===== src/rtl/forward_ctrl.sv =====
// forward_ctrl: operand-forwarding and load-use stall control for the
// five-stage pipelined CPU.
//
// Keeps a shadow copy of the register-index / write-enable information for
// the EX, MEM and WB stages. From it, this block produces:
//   - the ALU operand-mux selects (00 = regfile, 01 = EX/MEM, 10 = MEM/WB)
//   - a one-cycle load-use stall
//   - a saturating count of stall cycles
//
// Ports:
//   clk_i, rst_i         clock, synchronous active-high reset
//   id_rs_i, id_rt_i     source registers of the instruction in ID
//   id_rd_i              destination register of the instruction in ID
//   id_regwrite_i        instruction in ID writes the register file
//   id_memread_i         instruction in ID is a load
//   flush_i              squash the instruction in ID
//   fwd_a_o, fwd_b_o     operand A / B forwarding selects
//   stall_o              hold PC and IF/ID this cycle
//   stall_cnt_o          saturating count of stall cycles
module forward_ctrl #(
  parameter int REG_W = 5,
  parameter int CNT_W = 16
) (
  input  logic             clk_i,
  input  logic             rst_i,
  input  logic [REG_W-1:0] id_rs_i,
  input  logic [REG_W-1:0] id_rt_i,
  input  logic [REG_W-1:0] id_rd_i,
  input  logic             id_regwrite_i,
  input  logic             id_memread_i,
  input  logic             flush_i,
  output logic [1:0]       fwd_a_o,
  output logic [1:0]       fwd_b_o,
  output logic             stall_o,
  output logic [CNT_W-1:0] stall_cnt_o
);

  typedef struct packed {
    logic [REG_W-1:0] rs;
    logic [REG_W-1:0] rt;
    logic [REG_W-1:0] rd;
    logic             regwrite;
    logic             memread;
  } ex_stage_t;

  typedef struct packed {
    logic [REG_W-1:0] rd;
    logic             regwrite;
    logic             memread;
  } mem_stage_t;

  typedef struct packed {
    logic [REG_W-1:0] rd;
    logic             regwrite;
  } wb_stage_t;

  typedef enum logic {RUN = 1'b0, STALL = 1'b1} state_t;

  ex_stage_t  ex_q;
  mem_stage_t mem_q;
  wb_stage_t  wb_q;
  state_t     state;
  logic       hazard;

  // Pick the youngest in-flight producer of src; register 0 is hardwired zero.
  function automatic logic [1:0] fwd_sel(input logic [REG_W-1:0] src,
                                         input mem_stage_t m,
                                         input wb_stage_t w);
    if (m.regwrite && (m.rd != '0) && (m.rd == src))
      return 2'b01;
    else if (w.regwrite && (w.rd != '0) && (w.rd == src))
      return 2'b10;
    else
      return 2'b00;
  endfunction

  always_comb begin
    fwd_a_o = fwd_sel(ex_q.rs, mem_q, wb_q);
    fwd_b_o = fwd_sel(ex_q.rt, mem_q, wb_q);
  end

  // A load in EX cannot forward its data yet; the dependent in ID has to wait
  // one cycle. A flushed ID instruction never executes, so it needs no stall.
  always_comb begin
    hazard  = ex_q.memread && ex_q.regwrite && (ex_q.rd != '0) &&
              ((ex_q.rd == id_rs_i) || (ex_q.rd == id_rt_i));
    stall_o = hazard && !flush_i;
  end

  always_ff @(posedge clk_i) begin
    if (rst_i) begin
      ex_q        <= '0;
      mem_q       <= '0;
      wb_q        <= '0;
      state       <= RUN;
      stall_cnt_o <= '0;
    end else begin
      wb_q  <= '{rd: mem_q.rd, regwrite: mem_q.regwrite};
      mem_q <= '{rd: ex_q.rd, regwrite: ex_q.regwrite, memread: ex_q.memread};
      // A stalled or squashed instruction leaves a bubble behind in EX.
      if (stall_o || flush_i)
        ex_q <= '0;
      else
        ex_q <= '{rs: id_rs_i, rt: id_rt_i, rd: id_rd_i,
                  regwrite: id_regwrite_i, memread: id_memread_i};

      if (stall_o && (stall_cnt_o != '1))
        stall_cnt_o <= stall_cnt_o + 1'b1;

      // The bubble inserted on the stall edge clears the hazard, so STALL
      // always lasts exactly one cycle.
      case (state)
        RUN:     if (stall_o) state <= STALL;
        STALL:   state <= RUN;
        default: state <= RUN;
      endcase
    end
  end

  // A load-use stall never lasts longer than one cycle.
  a_single_stall: assert property (@(posedge clk_i) disable iff (rst_i)
                                   (state == STALL) |-> !stall_o);

endmodule


===== config.mk =====
export PLATFORM = sky130hd
export DESIGN_NAME = forward_ctrl
export DESIGN_NICKNAME = d
export VERILOG_FILES = /design/src/rtl/forward_ctrl.sv
export SDC_FILE = /design/constraint.sdc
export NUM_CORES = 1
export LEC_CHECK = 0
export CORE_MARGIN = 5
export CORE_UTILIZATION = 45
export DETAILED_ROUTE_END_ITERATION = 8
export MAX_ROUTING_LAYER = met4
export PLACE_DENSITY_LB_ADDON = 0.2
export SYNTH_ARGS = -nofsm -noshare
export SYNTH_HDL_FRONTEND = slang
export SYNTH_SLANG_ARGS = --single-unit

===== constraint.sdc =====
create_clock -name clk_i -period 2.25 [get_ports clk_i]
set_clock_uncertainty 0.2 [all_clocks]
set_input_delay 0.225 -clock clk_i [delete_from_list [all_inputs] [get_ports clk_i]]
set_output_delay 0.225 -clock clk_i [all_outputs]
set_load 0.01 [all_outputs]

Yosys cells after proc, flatten, opt, wreduce, memory -nomap -nowiden
Cells that the tools add are included.
{"block": "word_totals", "word_cells": 40, "out_inout_bits": 21, "in_bits": 20, "reg_bits": 45}
{"block": "op_classes", "eq_ne": 7, "add_sub_neg": 1, "mux": 4, "n_reduce_logical": 18}
{"op": "$eq A5 B5 Y1", "count": 6}
{"op": "$add A16 B1 Y16 const B", "count": 1}
{"op": "$ne A16 B16 Y1 const B", "count": 1}
{"op": "$reduce_bool A5 Y1", "count": 3}
{"op": "$logic_and A1 B1 Y1", "count": 11}
{"op": "$mux W2", "count": 4}
{"op": "$logic_or A1 B1 Y1", "count": 2}
{"op": "$reduce_or A2 Y1", "count": 1}
{"op": "$logic_not A1 Y1", "count": 1}

Longest topological paths before layout
{"block": "depth", "word_depth": 6, "ltp_mapped": 7}

Worst setup path after synthesis
No wires, ideal clock.
{"block": "synth_timing", "kind": "flip-flop to output port", "start": "register mem_q[3] in the netlist's numbering", "end": "output port fwd_a_o[1]", "stages_incl_launch_ff": 5, "setup_slack_ns": 0.213, "required_ns": 1.825, "n_path_buf": 0, "t_arrival_ns": 1.612, "path_cell_list": "dfxtp_1 or4_1 o21ai_0 nor4_1 nor4_1"}
{"block": "synth_between", "elab_chain_cells": 4, "elab_cells_between_ends": 5, "cone_classes": "eq/ne (1); mux (1); reduce/logical (3)"}
{"item": "from (decl)", "line": "60", "rtl": "mem_stage_t mem_q;"}
{"item": "from (signal assigned)", "line": "99", "rtl": "mem_q <= '{rd: ex_q.rd, regwrite: ex_q.regwrite, memread: ex_q.memread};"}
{"item": "$reduce_bool A5 Y1", "line": "69", "rtl": "if (m.regwrite && (m.rd != '0) && (m.rd == src))"}
{"item": "$logic_and A1 B1 Y1", "line": "69"}
{"item": "$logic_and A1 B1 Y1 *", "line": "69"}
{"item": "$mux W2 *", "line": "69"}
{"item": "to (decl)", "line": "32", "rtl": "output logic [1:0] fwd_a_o,"}
Mark *: on every way between the ends. The rest lies on a longest branch, timed or not.

Worst setup path in the final report
{"block": "layout_timing", "start": "register wb_q[2] in the netlist's numbering", "end": "output port fwd_a_o[1]"}
{"block": "layout_between", "elab_chain_cells": 5, "elab_cells_between_ends": 6, "cone_classes": "eq/ne (1); mux (2); reduce/logical (3)"}
{"item": "from (decl)", "line": "61", "rtl": "wb_stage_t wb_q;"}
{"item": "from (signal assigned)", "line": "98", "rtl": "wb_q <= '{rd: mem_q.rd, regwrite: mem_q.regwrite};"}
{"item": "$reduce_bool A5 Y1", "line": "71", "rtl": "else if (w.regwrite && (w.rd != '0) && (w.rd == src))"}
{"item": "$logic_and A1 B1 Y1", "line": "71"}
{"item": "$logic_and A1 B1 Y1 *", "line": "71"}
{"item": "$mux W2 *", "line": "71"}
{"item": "$mux W2 *", "line": "69"}
Marked as above.

==> flow_metrics.py <==
metrics = {
    "pwr": {
        "ir_drop_mv": 0.320,
        "switching_power_w": 0.000345,
        "swShare_pct": 23.2,
        "p_int_w": 0.00114,
        "power_frac_seq_pct": 55.9,
        "p_comb_share_pct": 9.4,
        "p_clk_share_pct": 34.7,
        "p_leak_nw": 1.12,
        "p_per_area_nw_per_um2": 527,
    },
    "setup_path": {
        "cp-start-kind": "flip-flop",
        "cp.required_ns": 1.82,
        "r2r-start": "stall_cnt_o[0]",
        "endpoint_kind": "output pin",
        "crit_fanout": 2,
        "worstPathArrival_ns": 1.84,
        "crit_type": "flip-flop to output pin",
        "cp-startpoint": "wb_q[2]",
        "reg2reg_setup_slack_ns": 0.16,
    },
    "synthesis": {
        "ys_seq_area_share_pct": 42.7,
        "yosysUniqueCellTypes": 38,
        "async_flop_share_pct": 0,
        "synth_warnings": 0,
        "synth_cells": 219,
        "synth_seq_cells": 45,
        "synth-edff-count": 0,
        "synth_nets": 240,
        "synth.avg_cell_area_um2": 9.63,
        "syn_area_um2": 2110,
        "synth-main-ff-cell": "dfxtp_1",
    },
    "timing": {
        "rsz0062_at_grt": "yes",
        "drv_slew": 0,
        "finalCritPeriodShare_pct": 101,
        "finalSetupViolations": 1,
        "setup_slack_ns": -0.0129,
        "hold-worst-slack_ns": 0.285,
        "setup_tns_ns": -0.0129,
        "slew_headroom_pct": 80.2,
        "period_minus_slack_ns": 2.26,
        "hold_viol": 0,
        "worst_slew_pin_slew_ns": 0.295,
        "fmax_mhz": 442,
    },
    "clock_tree": {
        "clk_latency_ns": 0.30,
        "numCtsBuffers": 5,
        "cts_max_level": 2,
        "cts-hold-fix-buffers": 0,
        "root_buffer": "clkbuf_8",
        "clk_path_buf_depth": 2,
        "post_cts_buffers": 0,
        "clkSinkCount": 45,
        "cts_tree": "built",
        "clk_pin_slew_ns": 0.09,
    },
    "floorplanning": {
        "die_area_um2": 6160,
        "die_x_um": 78.5,
        "chipHeight_um": 78.5,
        "pin_count": 41,
        "initial_utilization_pct": 45.6,
        "core_um2": 4630,
        "core.rowCount": 25,
    },
    "final_layout": {
        "final_common_cell": "dfxtp_1",
        "area_delta_synth_final_pct": 33.5,
        "drive_gt1_share_pct": 19.6,
        "final_cell_mix": "40 x dfxtp_1, 35 x clkdlybuf4s50_1, 24 x xor2_1, 19 x and2_1",
        "num_antenna_cells": 0,
        "fin_util_pct": 60.8,
        "nNetsFinal": 300,
        "n_fill_cell": 439,
    },
    "global_route": {
        "use_met2_pct": 25.0,
        "grt_pass1_wl_um": 7470,
        "grt.overflow.total": 0,
        "grt_usage_pct": 15.6,
        "grt_busiest_layer": "met2",
        "antenna_found_initial": 0,
        "grt_pass1_vias": 1669,
        "grt_max_degree": 25,
        "use_met3_pct": 2.98,
        "met1_usage_pct": 19.2,
    },
    "detailed_routing": {
        "drt-pass1-iter-count": 4,
        "drt_iter0_drc": 66,
        "vias": 1755,
        "wl_um": 4580,
        "ant_nets": 0,
        "avgRoutedWirePerCell_um": 13.7,
        "drc": 0,
        "viasPerCell": 5.25,
    },
    "placement": {
        "io_buffers": 40,
        "gp_congestion": 0.861,
        "place_hpwl_um": 3530,
    },
    "min_path": {
        "holdCritStartpoint": "id_regwrite_i",
        "hp-class": "input pin to flip-flop",
    },
    "run_status": {
        "violations": "setup timing",
        "status": "finished with violations",
    },
    "run": {
        "cap_violations": 0,
    },
}
-- power groups by stage --
stage          sequential [W]  clock, W  combinational (W)
3_5_place_dp         0.000847         0           0.000132
2_1_floorplan        0.000844         0          0.0000699
5_1_grt              0.000832  0.000567           0.000153
3_3_place_gp         0.000847         0           0.000130
6_report             0.000829  0.000516           0.000139
4_1_cts              0.000829  0.000540           0.000135
-- sequential cells by signal (all words and copies together) (netlist names) --
register,count
ex_q,17
mem_q,6
wb_q,6
stall_cnt_o,16
-- metrics by stage --
stage                     std cells  total power [W]  setup slack, ns  cell area [um^2]
after CTS                       334          0.00150          -0.0224              2800
after global routing            334          0.00155           -0.107              2820
after global placement          326         0.000977           -0.205              2680
after floorplan                 219         0.000914            0.213              2110
after detailed placement        326         0.000979           -0.288              2680
final                           334          0.00148          -0.0129              2820
-- logic make-up after synthesis --
family,synth area share [%]
and+or+nand+nor,29.4
DFF,42.7
xor gates and xnor gates,12.5
AOI/OAI and AO/OA,8.66
buffers and inverters,3.08
muxes,3.14
adders and majority gates,0.593
-- cell usage after synthesis, types with 2 or more instances --
cell type | instances | area, um^2
dfxtp_1 | 45 | 901
nand4_1 | 4 | 25.0
mux2_2 | 4 | 45.0
inv_1 | 4 | 15.0
and4_1 | 4 | 35.0
nor2_1 | 9 | 33.8
o31ai_1 | 8 | 60.1
and3_1 | 2 | 12.5
nor2b_1 | 17 | 106
clkbuf_1 | 3 | 11.3
nand2b_1 | 2 | 12.5
or4_1 | 13 | 97.6
buf_6 | 3 | 33.8
nor4_1 | 5 | 31.3
o21ai_0 | 2 | 10.0
nand2_1 | 5 | 18.8
a21oi_1 | 9 | 45.0
nor3_1 | 3 | 15.0
nand3_1 | 11 | 55.1
xnor2_1 | 6 | 52.6
and2_1 | 19 | 119
nor3_2 | 2 | 20.0
xor2_1 | 24 | 210
-- area by class of cell --
type | count | area [um^2] | share of cell area, %
multi-input combinational | 163 | 1190 | 42.4
sequential | 45 | 907 | 32.2
timing repair buffer | 60 | 537 | 19.1
clock buffer | 6 | 82.6 | 2.93
tap | 54 | 67.6 | 2.40
inverter | 4 | 15.0 | 0.533
clock inverter | 2 | 13.8 | 0.489
-- per-layer routing --
metal	wire length, um	share of wire (%)
met4	83	1.8
met2	2210	48
met3	173	3.8
met1	2120	46
met5	0	0
-- repair_timing --
action	4_1_cts	5_1_grt
pin swaps	8	2
setup endpoints to repair	5	6
resized for setup	28	10
-- worst max-delay path, cell delays in order (launching register included) --
cell and delay [ns]:
dfxtp_2 0.34, buf_6 0.11, xor2_1 0.13, or4_1 0.52, nor4_2 0.27, buf_2 0.17
-- final timing paths --
kind	cells after the start	endpoint
min reg2reg	1	mem_q[1]
max reg2reg	6	stall_cnt_o[4]
min	2	ex_q[1]
max	5	fwd_a_o[1]
Note: power is estimated with default switching activity, not from simulation.
